--- src/rtl/dff_stim_seq_pkg.sv ---
// Shared state encoding and elaboration-time helpers for the DFF stimulus sequencer.
package dff_stim_seq_pkg;

    typedef enum logic [2:0] {
        StIdle  = 3'd0,
        StRstp  = 3'd1,
        StShift = 3'd2,
        StHold  = 3'd3,
        StDone  = 3'd4
    } state_e;

    // Bits needed to hold values 0..v-1; bounded loop keeps it a plain constant function.
    function automatic int unsigned clog2(input int unsigned v);
        int unsigned r;
        r = 0;
        for (int i = 0; i < 32; i++) begin
            if ((64'd1 << i) < 64'(v)) begin
                r = i + 1;
            end
        end
        return r;
    endfunction

    function automatic int unsigned max3(input int unsigned a, input int unsigned b,
                                         input int unsigned c);
        int unsigned m;
        m = (a > b) ? a : b;
        return (m > c) ? m : c;
    endfunction

endpackage

--- src/rtl/dff_stim_seq_slot_timer.sv ---
// Loadable down-counter; o_tc is high while the count sits at zero (last cycle of a span).
module dff_stim_seq_slot_timer #(
    parameter int unsigned CNT_W = 2
) (
    input  logic             i_clk,
    input  logic             i_rstin,
    input  logic             i_load,
    input  logic [CNT_W-1:0] i_load_val,
    output logic [CNT_W-1:0] o_cnt,
    output logic             o_tc
);

    logic [CNT_W-1:0] r_cnt;

    always_ff @(posedge i_clk) begin
        if (!i_rstin) begin
            r_cnt <= '0;
        end else if (i_load) begin
            r_cnt <= i_load_val;
        end else if (r_cnt != '0) begin
            r_cnt <= r_cnt - 1'b1;
        end
    end

    assign o_cnt = r_cnt;
    assign o_tc  = (r_cnt == '0);

endmodule

--- src/rtl/dff_stim_seq.sv ---
// Stimulus sequencer for the GAL DFF test block: reset pulse, LSB-first pattern with
// slotted ce strobes, hold window and a done pulse. All outputs are registered.
module dff_stim_seq
    import dff_stim_seq_pkg::*;
#(
    parameter int unsigned WIDTH       = 4,
    parameter int unsigned CE_DIV      = 2,
    parameter int unsigned RST_CYCLES  = 2,
    parameter int unsigned HOLD_CYCLES = 2
) (
    input  logic             i_clk,
    input  logic             i_rstin,
    input  logic             i_start,
    input  logic [WIDTH-1:0] i_pattern,
    output logic             o_d,
    output logic             o_ce,
    output logic             o_rst_out,
    output logic             o_oe,
    output logic             o_busy,
    output logic             o_done
);

    localparam int unsigned CNT_W    = clog2(max3(CE_DIV, RST_CYCLES, HOLD_CYCLES) + 1);
    localparam int unsigned BIT_W    = clog2(WIDTH + 1);
    localparam bit          HAS_HOLD = (HOLD_CYCLES > 0);

    // Timer load values are span length minus one: o_tc marks the final cycle.
    localparam logic [CNT_W-1:0] LD_RST  = CNT_W'(RST_CYCLES - 1);
    localparam logic [CNT_W-1:0] LD_SLOT = CNT_W'(CE_DIV - 1);
    localparam logic [CNT_W-1:0] LD_HOLD = CNT_W'(HAS_HOLD ? HOLD_CYCLES - 1 : 0);
    localparam logic [CNT_W-1:0] CNT_ONE = CNT_W'(1);
    localparam logic [BIT_W-1:0] LAST_BIT = BIT_W'(WIDTH - 1);

    state_e             r_state;
    state_e             w_state_nxt;
    logic [WIDTH-1:0]   r_shift;
    logic [WIDTH-1:0]   w_shift_nxt;
    logic [BIT_W-1:0]   r_bit;
    logic               w_last_bit;
    logic               w_load;
    logic [CNT_W-1:0]   w_load_val;
    logic [CNT_W-1:0]   w_cnt;
    logic               w_tc;
    logic               w_ce_nxt;

    logic r_d;
    logic r_ce;
    logic r_rst_out;
    logic r_oe;
    logic r_busy;
    logic r_done;

    dff_stim_seq_slot_timer #(
        .CNT_W (CNT_W)
    ) u_slot_timer (
        .i_clk      (i_clk),
        .i_rstin    (i_rstin),
        .i_load     (w_load),
        .i_load_val (w_load_val),
        .o_cnt      (w_cnt),
        .o_tc       (w_tc)
    );

    assign w_last_bit  = (r_bit == LAST_BIT);
    assign w_shift_nxt = r_shift >> 1;

    // Next state and timer reload; every state entry reloads, which also clears stale counts.
    always_comb begin
        w_state_nxt = r_state;
        w_load      = 1'b0;
        w_load_val  = '0;
        unique case (r_state)
            StIdle: begin
                if (i_start) begin
                    w_state_nxt = StRstp;
                    w_load      = 1'b1;
                    w_load_val  = LD_RST;
                end
            end
            StRstp: begin
                if (w_tc) begin
                    w_state_nxt = StShift;
                    w_load      = 1'b1;
                    w_load_val  = LD_SLOT;
                end
            end
            StShift: begin
                if (w_tc) begin
                    w_load = 1'b1;
                    if (!w_last_bit) begin
                        w_load_val = LD_SLOT;
                    end else if (HAS_HOLD) begin
                        w_state_nxt = StHold;
                        w_load_val  = LD_HOLD;
                    end else begin
                        w_state_nxt = StDone;
                    end
                end
            end
            StHold: begin
                if (w_tc) begin
                    w_state_nxt = StDone;
                    w_load      = 1'b1;
                end
            end
            StDone: begin
                w_state_nxt = StIdle;
                w_load      = 1'b1;
            end
            default: begin
                w_state_nxt = StIdle;
                w_load      = 1'b1;
            end
        endcase
    end

    // ce is registered, so predict whether the coming cycle is the last of its slot.
    assign w_ce_nxt = (w_state_nxt == StShift) &&
                      (w_load ? (w_load_val == '0) : (w_cnt == CNT_ONE));

    always_ff @(posedge i_clk) begin
        if (!i_rstin) begin
            r_state   <= StIdle;
            r_shift   <= '0;
            r_bit     <= '0;
            r_d       <= 1'b0;
            r_ce      <= 1'b0;
            r_rst_out <= 1'b0;
            r_oe      <= 1'b0;
            r_busy    <= 1'b0;
            r_done    <= 1'b0;
        end else begin
            r_state <= w_state_nxt;
            r_ce    <= w_ce_nxt;
            unique case (r_state)
                StIdle: begin
                    r_bit  <= '0;
                    r_d    <= 1'b0;
                    r_oe   <= 1'b0;
                    r_done <= 1'b0;
                    if (i_start) begin
                        r_shift   <= i_pattern;
                        r_rst_out <= 1'b1;
                        r_busy    <= 1'b1;
                    end else begin
                        r_rst_out <= 1'b0;
                        r_busy    <= 1'b0;
                    end
                end
                StRstp: begin
                    if (w_tc) begin
                        r_rst_out <= 1'b0;
                        r_oe      <= 1'b1;
                        r_d       <= r_shift[0];
                        r_bit     <= '0;
                    end
                end
                StShift: begin
                    if (w_tc) begin
                        if (!w_last_bit) begin
                            r_bit   <= r_bit + 1'b1;
                            r_shift <= w_shift_nxt;
                            r_d     <= w_shift_nxt[0];
                        end else begin
                            // d keeps the final pattern bit through HOLD.
                            r_bit  <= '0;
                            r_done <= !HAS_HOLD;
                        end
                    end
                end
                StHold: begin
                    if (w_tc) begin
                        r_done <= 1'b1;
                    end
                end
                StDone: begin
                    r_bit     <= '0;
                    r_d       <= 1'b0;
                    r_rst_out <= 1'b0;
                    r_oe      <= 1'b0;
                    r_busy    <= 1'b0;
                    r_done    <= 1'b0;
                end
                default: begin
                    r_bit     <= '0;
                    r_d       <= 1'b0;
                    r_rst_out <= 1'b0;
                    r_oe      <= 1'b0;
                    r_busy    <= 1'b0;
                    r_done    <= 1'b0;
                end
            endcase
        end
    end

    assign o_d       = r_d;
    assign o_ce      = r_ce;
    assign o_rst_out = r_rst_out;
    assign o_oe      = r_oe;
    assign o_busy    = r_busy;
    assign o_done    = r_done;

endmodule

--- config.mk ---
export PLATFORM = sky130hd
export DESIGN_NAME = dff_stim_seq
export DESIGN_NICKNAME = d
export VERILOG_FILES = /design/src/rtl/dff_stim_seq_pkg.sv /design/src/rtl/dff_stim_seq_slot_timer.sv /design/src/rtl/dff_stim_seq.sv
export SDC_FILE = /design/constraint.sdc
export NUM_CORES = 1
export LEC_CHECK = 0
export CORE_MARGIN = 1.5
export CORE_UTILIZATION = 45
export CTS_CLUSTER_DIAMETER = 40
export CTS_CLUSTER_SIZE = 28
export DETAILED_ROUTE_END_ITERATION = 12
export PLACE_DENSITY = 0.68
export SETUP_SLACK_MARGIN = 0.3
export SYNTH_ARGS = -nofsm -noshare
export SYNTH_HDL_FRONTEND = slang
export SYNTH_SLANG_ARGS = --single-unit
--- constraint.sdc ---
create_clock -name i_clk -period 1.4 [get_ports i_clk]
set_input_delay 0.21 -clock i_clk [delete_from_list [all_inputs] [get_ports i_clk]]
set_output_delay 0.21 -clock i_clk [all_outputs]
set_load 0.03 [all_outputs]
==> impl_metrics.ini <==
[outcome]
status = finished, final reports clean

[global_routing]
grt_max_degree = 12
grtUsageTotal = 0.2039
antenna_found_initial = 0
grt_pass1_wl_mm = 3.084
grt_pass1_vias = 683
overflow = 0

[synth]
ys_ff_latch = 18
synth_cells = 96
yosys_warnings = 0
mappedNetlistArea_sq_um = 868.3
ys_seq_area_frac = 0.4150
synth_cell_types = 38
syn_area_per_cell_sq_um = 9.045
synth_fp_nets = 106

[layout]
nNetsFinal = 137
area_growth_pct = 42.51
diodes = 0
fin_util = 0.7014
drive_gt1_frac = 0.4320

[sta]
setup_viol = 0
maxSlewViolCount = 0
clock-skew-final_ns = 0.002394
holdWs_ns = 0.4875
hold_viol = 0
slew-limit-headroom = 0.7460
fin_crit_ns = 1.335
rsz0062_at_grt = true
fmax_ghz = 0.7493
fin_crit_sh = 0.9532
worst_pin_slew_ns = 0.3811
finalSetupTns_ns = 0

[floorplanning]
coreArea_sq_um = 1764
num_rows = 15
die_h_um = 46.93
die_area_sq_um = 2202
chipWidth_um = 46.93
pin_count = 13
start_util = 0.4922

[power]
power_per_cell_area_nw_per_um2 = 1140
ir_drop_mv = 0.6110
p_leak_nw = 0.5279

[clock_tree]
cts-root-buf = clkbuf_4
cts.sink_count = 18
insertion_delay_ns = 0.29
htreeDepth = 1
cts_buffers = 3
cts_tree = yes
clk_pin_slew_worst_paths_ns = 0.10
clk_path_buf_depth = 2

[placement]
port_buffers = 12
place_congestion = 0.7917
hpwl_mm = 1.374

[drt]
route.detailed.drc = 0
drt_iter0_drc = 10
ant_nets = 0
drt_pass1_iterations = 4
vias = 786
wire_per_inst_um = 14.32
viasPerCell = 5.240
routed_wirelength_mm = 2.148

[setup_path]
cp-end-kind = register
slowest_delay_ns = 0.34
startpoint_type = register
path_cells = inv_2 > ha_4 > buf_4 > buf_6 > nand2b_4 > nand2_1 > a221oi_2
arrival_ns = 1.54
crit_type = register to register
critical_path_required_ns = 1.61
critPathSlowestCell = dfxtp_2
crit_fanout = 6

[worst_hold_path]
min_path_type = register to register

[job]
drv_cap = 0
power breakdown:
group	switching, mW	total, mW	internal, mW
Clock	0.156	0.256	0.100
Sequential	0.0493	0.616	0.566
Combinational	0.277	0.539	0.262
worst paths after layout:
check | start | end | slack [ns] | cells after the start
worst max-delay path | u_slot_timer.o_cnt[1]$_SDFFE_PN0P_ | u_slot_timer.o_cnt[0]$_SDFFE_PN0P_ | 0.07 | 7
worst min-delay path | o_busy$_SDFFE_PN0N_ | o_busy$_SDFFE_PN0N_ | 0.49 | 2
worst max register to register | u_slot_timer.o_cnt[1]$_SDFFE_PN0P_ | u_slot_timer.o_cnt[0]$_SDFFE_PN0P_ | 0.07 | 7
worst min register to register | o_busy$_SDFFE_PN0N_ | o_busy$_SDFFE_PN0N_ | 0.49 | 2
worst max-delay path: cells and delay by family (launching register included):
kind                       cells  cell delay (ns)
buffers and inverters          3             0.30
and+or+nand+nor                2             0.20
DFF                            1             0.34
AOI/OAI and AO/OA              1             0.22
adders and majority gates      1             0.18
cell usage after synthesis, drive strengths merged:
| cell type | n | area (sq um) |
|---|---|---|
| o22ai | 1 | 6.260 |
| nor2b | 3 | 28.78 |
| o211a | 1 | 10.01 |
| o2111a | 1 | 11.26 |
| nor3b | 1 | 7.510 |
| o21a | 1 | 7.510 |
| o21ai | 3 | 15.01 |
| a31oi | 2 | 12.51 |
| nor3 | 1 | 5.000 |
| a41o | 1 | 10.01 |
| clkbuf | 1 | 3.750 |
| ha | 3 | 37.54 |
| nand3b | 1 | 7.510 |
| a311oi | 3 | 26.28 |
| inv | 4 | 15.01 |
| and2b | 1 | 10.01 |
| a21boi | 1 | 7.510 |
| nand2b | 4 | 25.02 |
| o211ai | 1 | 7.510 |
| a32oi | 2 | 17.52 |
| a221oi | 1 | 8.760 |
| nor4 | 3 | 18.77 |
| o21bai | 1 | 18.77 |
| nor2 | 11 | 43.80 |
| nand3 | 3 | 15.01 |
| mux2i | 2 | 20.02 |
| a21oi | 8 | 40.04 |
| dfxtp | 18 | 360.4 |
| a21o | 1 | 7.510 |
| buf | 4 | 26.27 |
| xnor2 | 1 | 8.760 |
| nand2 | 7 | 28.78 |
cells in the final DEF, fill, tap and decap left out, types with 2 or more instances in the layout:
cell,count
inv_1,2
nor2_2,2
clkbuf_4,3
nand2b_1,3
mux2i_1,2
dfxtp_2,6
nand2_1,5
buf_2,6
a21oi_2,3
nand3_1,3
a311oi_1,3
dfxtp_1,12
a31oi_1,2
a32oi_1,2
nor2_1,9
o21ai_1,2
clkdlybuf4s50_1,6
ha_4,2
nor4_4,2
buf_4,16
inv_2,2
buf_6,3
a21oi_1,5
repair_timing:
item,4_1_cts,5_1_grt
hold buffers,0,0
gates resized for setup,37,11
setup endpoints to repair,22,17
pin swaps,8,11
buffers inserted,7,2
cloned,0,0
flip-flops by register name (all words and copies together), names as in the netlist:
register            cells
o_rst_out               1
u_slot_timer.o_cnt      2
o_oe                    1
o_d                     1
r_state                 3
o_busy                  1
o_done                  1
r_shift                 4
o_ce                    1
r_bit                   3
cell families after synthesis:
| kind of cell | Yosys count | synth area share |
|---|---|---|
| adder cells (fa/ha/maj) | 3 | 0.04323 |
| flip-flops | 18 | 0.4150 |
| AND/OR/NAND/NOR | 35 | 0.2190 |
| AO/OA/AOI/OAI | 28 | 0.2378 |
| XOR/XNOR | 1 | 0.01009 |
| buffers and inverters | 9 | 0.05186 |
| multiplexers | 2 | 0.02306 |
metrics by stage:
step                      instance area, sq um  setup WS, ns  power, mW  std cells
after floorplan                          905.9        0.2093     0.9119         96
after global placement                    1096     -0.001842      1.027        138
after detailed placement                  1096      -0.02786      1.037        138
after CTS                                 1184       0.09899      1.365        148
after global routing                      1237      0.007906      1.486        150
final                                     1237       0.06545      1.411        150
metal layers:
layer | vias up | share of wire | track usage
met2 | 14 | 0.47 | 0.2904
li1 | 407 | - | -
met5 | - | 0 | 0
met4 | 0 | 0.0065 | 0.08889
met3 | 2 | 0.033 | 0.05000
met1 | 363 | 0.49 | 0.2918
layout make-up:
type | instances | area [sq um]
repair buffers | 31 | 244.0
fillers | 159 | 526.8
inverters | 4 | 15.01
well taps | 25 | 31.28
flip-flops and latches | 18 | 367.9
clock buffers | 3 | 22.52
multi-input cells | 69 | 556.8
(Power assumes the default switching activity.)
